--- src/rtl/mtr_pkg.sv ---
// Shared types and constants for the motor drive back end.
// Speed-to-duty mapping lives here so every consumer agrees on it.
package mtr_pkg;

    localparam int PWM_W        = 11;
    localparam int SPD_W        = 12;
    localparam int DEAD_DEFAULT = 32;

    typedef logic [PWM_W-1:0] duty_t;
    typedef logic [SPD_W-1:0] spd_t;

    localparam duty_t MID_DUTY = 11'h400;
    localparam duty_t CNT_MAX  = 11'h7FF;

    // Offset-binary shift: full reverse maps to 0, stop to mid-scale.
    function automatic duty_t spd2duty(input spd_t spd);
        spd_t w_sum;
        w_sum = spd + 12'h800;
        return w_sum[SPD_W-1:1];
    endfunction

endpackage

--- src/rtl/mtr_drv_pwm_nonoverlap.sv ---
// One wheel: raw PWM compare plus complementary gate pair with dead time.
// Any edge of the raw PWM blanks both gates for DEAD clocks.
module pwm_nonoverlap
    import mtr_pkg::*;
#(
    parameter int DEAD = DEAD_DEFAULT
) (
    input  logic  clk,
    input  logic  rst_n,
    input  duty_t i_cnt,
    input  duty_t i_duty_q,
    output logic  o_PWM1,
    output logic  o_PWM2
);

    localparam int DW = $clog2(DEAD + 1);
    localparam logic [DW-1:0] DEAD_MAX  = DW'(DEAD);
    localparam logic [DW-1:0] DEAD_LAST = DW'(DEAD - 1);

    logic          r_sig;
    logic          r_prev;
    logic [DW-1:0] r_dead;
    logic          r_pwm1;
    logic          r_pwm2;

    always_ff @(posedge clk or negedge rst_n) begin
        if (!rst_n) begin
            r_sig  <= 1'b0;
            r_prev <= 1'b0;
            r_dead <= '0;
            r_pwm1 <= 1'b0;
            r_pwm2 <= 1'b0;
        end else begin
            r_sig  <= (i_cnt < i_duty_q);
            r_prev <= r_sig;
            if (r_sig != r_prev) begin
                r_dead <= '0;
                r_pwm1 <= 1'b0;
                r_pwm2 <= 1'b0;
            end else begin
                if (r_dead != DEAD_MAX)
                    r_dead <= r_dead + DW'(1);
                // Window expires: gates follow the settled raw PWM.
                if (r_dead == DEAD_LAST) begin
                    r_pwm1 <= r_sig;
                    r_pwm2 <= ~r_sig;
                end
            end
        end
    end

    assign o_PWM1 = r_pwm1;
    assign o_PWM2 = r_pwm2;

endmodule

--- src/rtl/mtr_drv.sv ---
// Motor drive top: shared period counter, per-period duty capture,
// and one non-overlap gate pair per wheel.
module mtr_drv
    import mtr_pkg::*;
#(
    parameter int DEAD = DEAD_DEFAULT
) (
    input  logic             clk,
    input  logic             rst_n,
    input  logic [SPD_W-1:0] lft_spd,
    input  logic [SPD_W-1:0] rght_spd,
    output logic             lft_PWM1,
    output logic             lft_PWM2,
    output logic             rght_PWM1,
    output logic             rght_PWM2,
    output logic             PWM_synch
);

    duty_t r_cnt;
    duty_t r_lft_duty;
    duty_t r_rght_duty;
    logic  w_wrap;

    assign w_wrap = (r_cnt == CNT_MAX);

    // Duty only moves at the wrap so a period never sees two compares.
    always_ff @(posedge clk or negedge rst_n) begin
        if (!rst_n) begin
            r_cnt       <= '0;
            r_lft_duty  <= MID_DUTY;
            r_rght_duty <= MID_DUTY;
        end else begin
            r_cnt <= r_cnt + duty_t'(1);
            if (w_wrap) begin
                r_lft_duty  <= spd2duty(lft_spd);
                r_rght_duty <= spd2duty(rght_spd);
            end
        end
    end

    assign PWM_synch = w_wrap;

    pwm_nonoverlap #(.DEAD(DEAD)) u_lft (
        .clk      (clk),
        .rst_n    (rst_n),
        .i_cnt    (r_cnt),
        .i_duty_q (r_lft_duty),
        .o_PWM1   (lft_PWM1),
        .o_PWM2   (lft_PWM2)
    );

    pwm_nonoverlap #(.DEAD(DEAD)) u_rght (
        .clk      (clk),
        .rst_n    (rst_n),
        .i_cnt    (r_cnt),
        .i_duty_q (r_rght_duty),
        .o_PWM1   (rght_PWM1),
        .o_PWM2   (rght_PWM2)
    );

endmodule

--- config.mk ---
export PLATFORM = sky130hd
export DESIGN_NAME = mtr_drv
export DESIGN_NICKNAME = d
export VERILOG_FILES = /design/src/rtl/mtr_pkg.sv /design/src/rtl/mtr_drv_pwm_nonoverlap.sv /design/src/rtl/mtr_drv.sv
export SDC_FILE = /design/constraint.sdc
export NUM_CORES = 1
export LEC_CHECK = 0
export ABC_AREA = 1
export CORE_MARGIN = 2
export CORE_UTILIZATION = 47
export CTS_CLUSTER_DIAMETER = 40
export DETAILED_ROUTE_END_ITERATION = 10
export GPL_ROUTABILITY_DRIVEN = 0
export PLACE_DENSITY = 0.68
export SETUP_SLACK_MARGIN = 0.02
export SLEW_MARGIN = 25
export SYNTH_ARGS = -nofsm -noshare
export SYNTH_HDL_FRONTEND = slang
export SYNTH_SLANG_ARGS = --single-unit
--- constraint.sdc ---
create_clock -name clk -period 3 [get_ports clk]
set_input_delay 0.3 -clock clk [delete_from_list [all_inputs] [get_ports clk]]
set_output_delay 0.3 -clock clk [all_outputs]
set_load 0.05 [all_outputs]
==> results.md, run 1 <==
* Status: finished clean
* Crit. Startpoint: r_cnt[0]
* Hold-fix buffers at CTS at 1
* Area growth syn-to-layout at 15.4%
* Die width at between 80 and 90 um
* Worst reg2reg startpoint: r_cnt[0]
* H-tree depth at 2
* Mapped Cells at 345
* Comb power frac at 4.3%
* Final setup viols at 0
* Switch share at between 20% and 30%
* CP Depth at 6
* Cell accounting for the most synthesized area: dfrtp_1
* Initial antenna violation count at 0
* Number of post-CTS setup repair buffers at 0
* Number of buffer cells added on primary ports at 28
* Crit path max-delay family: buffers and inverters
* Crit-path max FO at 5
* Worst EP arrival at between 2 and 2.5 ns
* Reg2reg end: r_rght_duty[8]
* Max_slew headroom at 58.7%
* Synth unique cells at 24
* Post-Route WL at about 4900 um
* Max VDD drop at 0.194 mV
* Mapped Area at ~0.0030 sq mm
* Nets at between 400 and 500
* Max-slew violations at 0
* Fin crit share at between 80% and 90%
* Number of warnings issued by yosys at 0
* Int Power at 0.000992 W
* Core region area at around 0.0062 sq mm
* Clock share of power at between 30% and 40%
* Syn avg cell area at around 8.6 sq um
* Max-cap violations at 0
* Clk pin slew, worst setup/hold paths at between 0.1 and 0.15 ns
* Area share of the largest cell type after synthesis at 42.8%
* Yosys reg bits at 53
* DRC Markers at 0
* Starting Density at approximately 48%
* Setup_tns at 0 ns
* Unrepaired setup endpoints after global routing: false
* Crit Path Class: reg -> out
* Clock tree buffer depth at 2
* Post-CTS sizing at 0
* Via/cell ratio at approximately 4.6
* Slowest Stage Delay on Critical Path at between 0.8 and 0.9 ns
* # diodes at 0
* Critical path's slowest cell: clkdlybuf4s50_1
* Pwr Density at roughly 370 mW/mm^2
* R2R setup slack at 1.19 ns
* CTS root buf: clkbuf_8
* Critical Path RT at ~2.7 ns
* Top cells by instance count after synthesis: nand2_1, inv_1, dfrtp_1, ha_1, nor2_1
* Syn nets at 400
* CTS Buf Count at 5
* TritonCTS clock tree: yes
* Share of layout cells above drive strength 1 at roughly 12%
* Clock sink count at between 50 and 60
* Register area share after synthesis at between 40% and 50%
* Row Count at 29
* Async S/R FF share, synth at between 90% and 100%
* Crit-path most repeated cell: nor2_1
* Primary FF master, synth: dfrtp_1
* CP endpoint kind: output pin
* First-pass GRT wire length at about 9000 um
* Pre-Repair DR Iteration Count at 4
* FF-to-FF path depth at 6
* P_sw at between 0.0002 and 0.0003 W
* Die ar. at about 0.0070 sq mm
* IO Pins at 31
* Die height at about 84 um
* Final Util at 55.1%
* HPWL Detailed at around 3700 um
* CP Cell Sequence: ha_1, nand2_2, nor2_1, nand2_1, nor2_1, clkdlybuf4s50_1
* Number of global-route vias before repair at roughly 2100
* Fmax at 380 MHz
* Routed wire length per instance at ~11 um
* Most common cell in the netlist: nand2_1
* Crit path buffers/inverters at 1
* CP startpoint kind: flip-flop
* Crit path to: PWM_synch
* Flop pwr share at 56.6%
* Worst slew pin tran at 0.619 ns
* Post-synth EDFFs at 0
* Largest net degree at the start of global routing at 45
* Synth area leaders: dfrtp_1, ha_1, nand2_1, inv_1, o21ai_2
* Via Count at 2124
* Clock Latency Late Sink at 0.31 ns
* Final Skew at ~0.013 ns
* Iter 0 DRT Violations at 55
* Leak at ~2.0 nW
* Grt ovf at 0
* Final worst path period need at about 2.6 ns
* Final-report hold violation count at 0
* Post-route ant nets at 0
* GRT Total Usage at between 10% and 20%
* Type of the most critical hold path: reg -> reg
[how the worst min path moves through the flow]
stage / depth (start not counted) / end / startpoint
global route: 0 / u_rght.r_prev / u_rght.r_sig
floorplan: 0 / r_cnt[0] / rst_n
finish: 0 / u_rght.r_prev / u_rght.r_sig
global placement: 1 / u_rght.r_dead[3] / rst_n
detailed placement: 1 / u_rght.r_dead[3] / rst_n
CTS: 0 / u_rght.r_prev / u_rght.r_sig
[kinds of logic (layout without fill, tap and decap cells)]
group	Yosys count	after routing	share of synthesized area, %
AND/OR/NAND/NOR	144	144	20.9
XOR/XNOR	11	11	3.23
flip-flops	53	53	44.6
adder cells (fa/ha/maj)	29	29	12.2
buffers and inverters	70	105	9.82
AO/OA/AOI/OAI	38	38	9.32
[through the flow]
step	hold WS [ns]	worst slack, ns	total power [W]	cells	area (sq um)
after floorplan	0.00441	1.12	0.000736	345	2980
after global placement	0.329	0.750	0.000782	448	3320
after detailed placement	0.318	0.718	0.000782	448	3320
after CTS	0.420	0.341	0.00127	457	3440
after global routing	0.439	0.191	0.00131	457	3440
final	0.413	0.365	0.00126	457	3440
[power groups by stage]
stage,logic (W),clock network [W],registers (W)
5_1_grt,0.0000607,0.000533,0.000714
6_report,0.0000537,0.000493,0.000714
4_1_cts,0.0000556,0.000500,0.000714
3_3_place_gp,0.0000541,0,0.000728
3_5_place_dp,0.0000545,0,0.000728
2_1_floorplan,0.00000771,0,0.000728
[layout by cell type (no fill, tap or decap), types with 4 or more instances in the layout]
cell,n
nand2_1,84
inv_1,64
dfrtp_1,51
nor2_1,29
ha_1,29
clkdlybuf4s50_1,27
o21ai_2,22
nand3_1,15
a21oi_1,10
xnor2_1,6
xor2_1,5
clkbuf_8,5
nand2_2,4
nand4_1,4
o21ai_0,4
[metal layers]
layer	share of wire, %	track usage [%]	up-vias
met4	1.0	3.23	0
li1	-	-	1134
met5	0	0	-
met2	50	27.9	20
met3	2.4	2.97	5
met1	46	19.1	965
[worst reg2reg max path, stage by stage (launching register included)]
cell     delay (ns)
dfrtp_1        0.42
ha_1           0.23
nand2_2        0.09
nor2_4         0.15
nand3_4        0.47
nand2_1        0.28
o21ai_2        0.07
[cell type report]
class,count,area [sq um]
repair buffers,31,300
clock buffers,6,72.6
flip-flops and latches,53,1330
inverters,66,248
clock inverters,2,35.0
multi-input cells,222,1360
well taps,77,96.3
fillers,603,2800
[sequential cells by signal, summed over array words and instances, names as in the netlist]
name           cells
u_rght.r_prev      1
u_rght.o_PWM2      1
u_lft.o_PWM1       1
u_rght.r_sig       1
r_rght_duty       11
u_lft.o_PWM2       1
r_lft_duty        11
r_cnt             11
u_lft.r_dead       6
u_lft.r_prev       1
u_rght.r_dead      6
u_rght.o_PWM1      1
u_lft.r_sig        1
No activity file was read; power rests on OpenSTA's default activity.
==> run 2: changes to the inputs <==
--- a/config.mk
+++ b/config.mk
@@ -11,6 +11,7 @@
 export CTS_CLUSTER_DIAMETER = 40
 export DETAILED_ROUTE_END_ITERATION = 10
 export GPL_ROUTABILITY_DRIVEN = 0
+export GPL_TIMING_DRIVEN = 0
 export PLACE_DENSITY = 0.68
 export SETUP_SLACK_MARGIN = 0.02
 export SLEW_MARGIN = 25
==> run 2 against run 1 <==
  * Sequential share of layout area fell by 0.25 points
  * Sequential power barely moved
  * Routed wire length rose by 2.4%
  * Clock-buffer cell count did not move
  * Die area did not move
  * Combinational power fell by 5.2%
  * Critical path type unchanged
==> results.md, run 2 (synthesized netlist as in run 1, its figures left out) <==
* Status: finished clean
* Worst EP arrival at 2.31 ns (-0.02 ns)
* Post-Place Cells at 450 (+0.45%)
* Die height at 83.6 um (unchanged)
* CTS root buf: clkbuf_8
* Starting Density at 47.8% (unchanged)
* Routed wire length per instance at 10.9 um (+2.1%)
* Via/cell ratio at 4.74 (+2.1%)
* Max-slew violations at 0 (unchanged)
* CP startpoint kind: flip-flop
* Row Count at 29 (unchanged)
* Crit-path most repeated cell: nor2_1
* Clock Latency Late Sink at 0.32 ns (about the same)
* GRT Total Usage at 16.6% (+1.1 points)
* Die ar. at 0.00699 sq mm (unchanged)
* CP Depth at 6 (unchanged)
* TritonCTS clock tree: yes
* Clk pin slew, worst setup/hold paths at 0.10 ns (about the same)
* Hold-fix buffers at CTS at 0 (-1)
* Max VDD drop at 0.228 mV (+17%)
* Area growth syn-to-layout at 16.2%
* Via Count at 2173 (+2.3%)
* Critical Path RT at 2.70 ns (about the same)
* Placement Cell Area at 0.00335 sq mm (+0.98%)
* Unrepaired setup endpoints after global routing: false
* CP Cell Sequence: ha_1, nand2_2, nor2_1, nand2_1, nor2_1, clkdlybuf4s50_1
* Crit path buffers/inverters at 1 (unchanged)
* Clock tree buffer depth at 2 (unchanged)
* Crit-path max FO at 5 (unchanged)
* H-tree depth at 2 (unchanged)
* Critical path's slowest cell: clkdlybuf4s50_1
* Core region area at 0.00624 sq mm (unchanged)
* Setup_tns at 0 ns (unchanged)
* Fin crit share at 86.9% (-0.93 points)
* CTS Buf Count at 5 (unchanged)
* Most Crowded Layer GR: met2
* Final setup viols at 0 (unchanged)
* CP endpoint kind: output pin
* Post-route ant nets at 0 (unchanged)
* Grt ovf at 0 (unchanged)
* FF-to-FF path depth at 7 (+1)
* Worst reg2reg startpoint: r_rght_duty[10]
* Most common cell after layout, fill and taps aside: nand2_1
* Commonest non-fill, non-tap cells in the layout: nand2_1, inv_1, dfrtp_1
* Initial antenna violation count at 0 (unchanged)
* Post-CTS sizing at 0 (unchanged)
* Number of buffer cells added on primary ports at 28 (unchanged)
* Max_slew headroom at 55.3% (-3.4 points)
* Leak at 1.97 nW (+0.55%)
* Die width at 83.6 um (unchanged)
* Crit path max-delay family: buffers and inverters
* Final Cell Area at 0.00346 sq mm (+0.65%)
* Share of layout cells above drive strength 1 at 12.1% (+0.49 points)
* Final worst path period need at 2.61 ns (-0.0279 ns)
* Post-Route WL at 4990 um (+2.4%)
* Pre-Repair DR Iteration Count at 4 (unchanged)
* IO Pins at 31 (unchanged)
* Number of global-route vias before repair at 2235 (+5.7%)
* First-pass GRT wire length at 9470 um (+5.6%)
* Number of post-CTS setup repair buffers at 0 (unchanged)
* Worst slew pin tran at 0.670 ns (+0.0510 ns)
* Nets at 435 (+0.23%)
* Biggest regs: r_cnt x11, r_lft_duty x11, r_rght_duty x11
* Crit Path Class: reg -> out
* Hold_ws at 0.00791 ns (-0.405 ns)
* Max-cap violations at 0 (unchanged)
* Iter 0 DRT Violations at 88 (+60%)
* Final Skew at 0.0149 ns (+0.00146 ns)
* Pwr Density at 360 mW/mm^2 (-1.8%)
* DRC Markers at 0 (unchanged)
* Fmax at 384 MHz (+1.1%)
* Type of the most critical hold path: in -> async
* Fill count at 602 (-0.17%)
* Met3 Use GR at 3.56% (+0.59 points)
* Final-report hold violation count at 0 (unchanged)
* Grt met1 use at 19.4% (+0.31 points)
* Slowest Stage Delay on Critical Path at 0.83 ns (about the same)
* Clock sink count at 53 (unchanged)
* R2R setup slack at 1.49 ns (+0.30 ns)
* Reg2reg end: u_rght.r_sig
* Largest net degree at the start of global routing at 54 (+20%)
* Final non-filler cell total at 458 (+0.22%)
* Met2 usage at 30.2% (+2.3 points)
* # diodes at 0 (unchanged)
* HPWL Detailed at 3790 um (+3.0%)
[run 2: cell types whose count changed in the layout (fill, tap and decap cells not counted)]
cell           delta
buf_2             -1
buf_4             -1
dlygate4sd3_1     -1
buf_6             +4
[run 2: area by class of cell]
cell class | count | area [sq um] | share of cell area, %
multi-input cells | 222 | 1360 | 39.2
flip-flops and latches | 53 | 1330 | 38.4
repair buffers | 28 | 278 | 8.02
inverters | 66 | 248 | 7.16
well taps | 77 | 96.3 | 2.78
clock buffers | 6 | 72.6 | 2.10
plain buffers | 4 | 45.0 | 1.30
clock inverters | 2 | 35.0 | 1.01
[run 2: worst reg2reg max path: cells and delay by family, from the launching register on]
family,cells,cell delay (ns)
buffers and inverters,1,0.04
DFF,1,0.55
AOI/OAI and AO/OA,1,0.16
adders and majority gates,1,0.28
and+or+nand+nor,4,0.39
[run 2: how the worst max path moves through the flow]
stage	start	endpoint
floorplan	r_cnt[0]	PWM_synch
global placement	rst_n	r_lft_duty[5]
detailed placement	r_cnt[0]	PWM_synch
CTS	r_cnt[0]	PWM_synch
global route	r_cnt[0]	PWM_synch
finish	r_cnt[0]	PWM_synch
[run 2: where the power goes]
part / internal (W) / switching [W] / leakage (nW)
Combinational: 0.0000274 / 0.0000235 / 1.35
Clock: 0.000248 / 0.000233 / 0.0552
Sequential: 0.000714 / 0 / 0.573
[run 2: metal layers]
metal,share of wire [%],vias to the layer above,wire (um)
met2,51,24,2550
met5,0,-,0
met4,1.4,0,70
met3,2.7,4,136
met1,45,1010,2230
li1,-,1135,-
[run 2: through the flow]
stage               power (W)  utilization, %  setup WS, ns
global placement     0.000780            53.8       -0.0203
detailed placement   0.000781            53.7         0.705
global route          0.00130            55.5         0.156
finish                0.00125            55.5         0.393
CTS                   0.00127            55.5         0.352
floorplan            0.000736               -          1.12
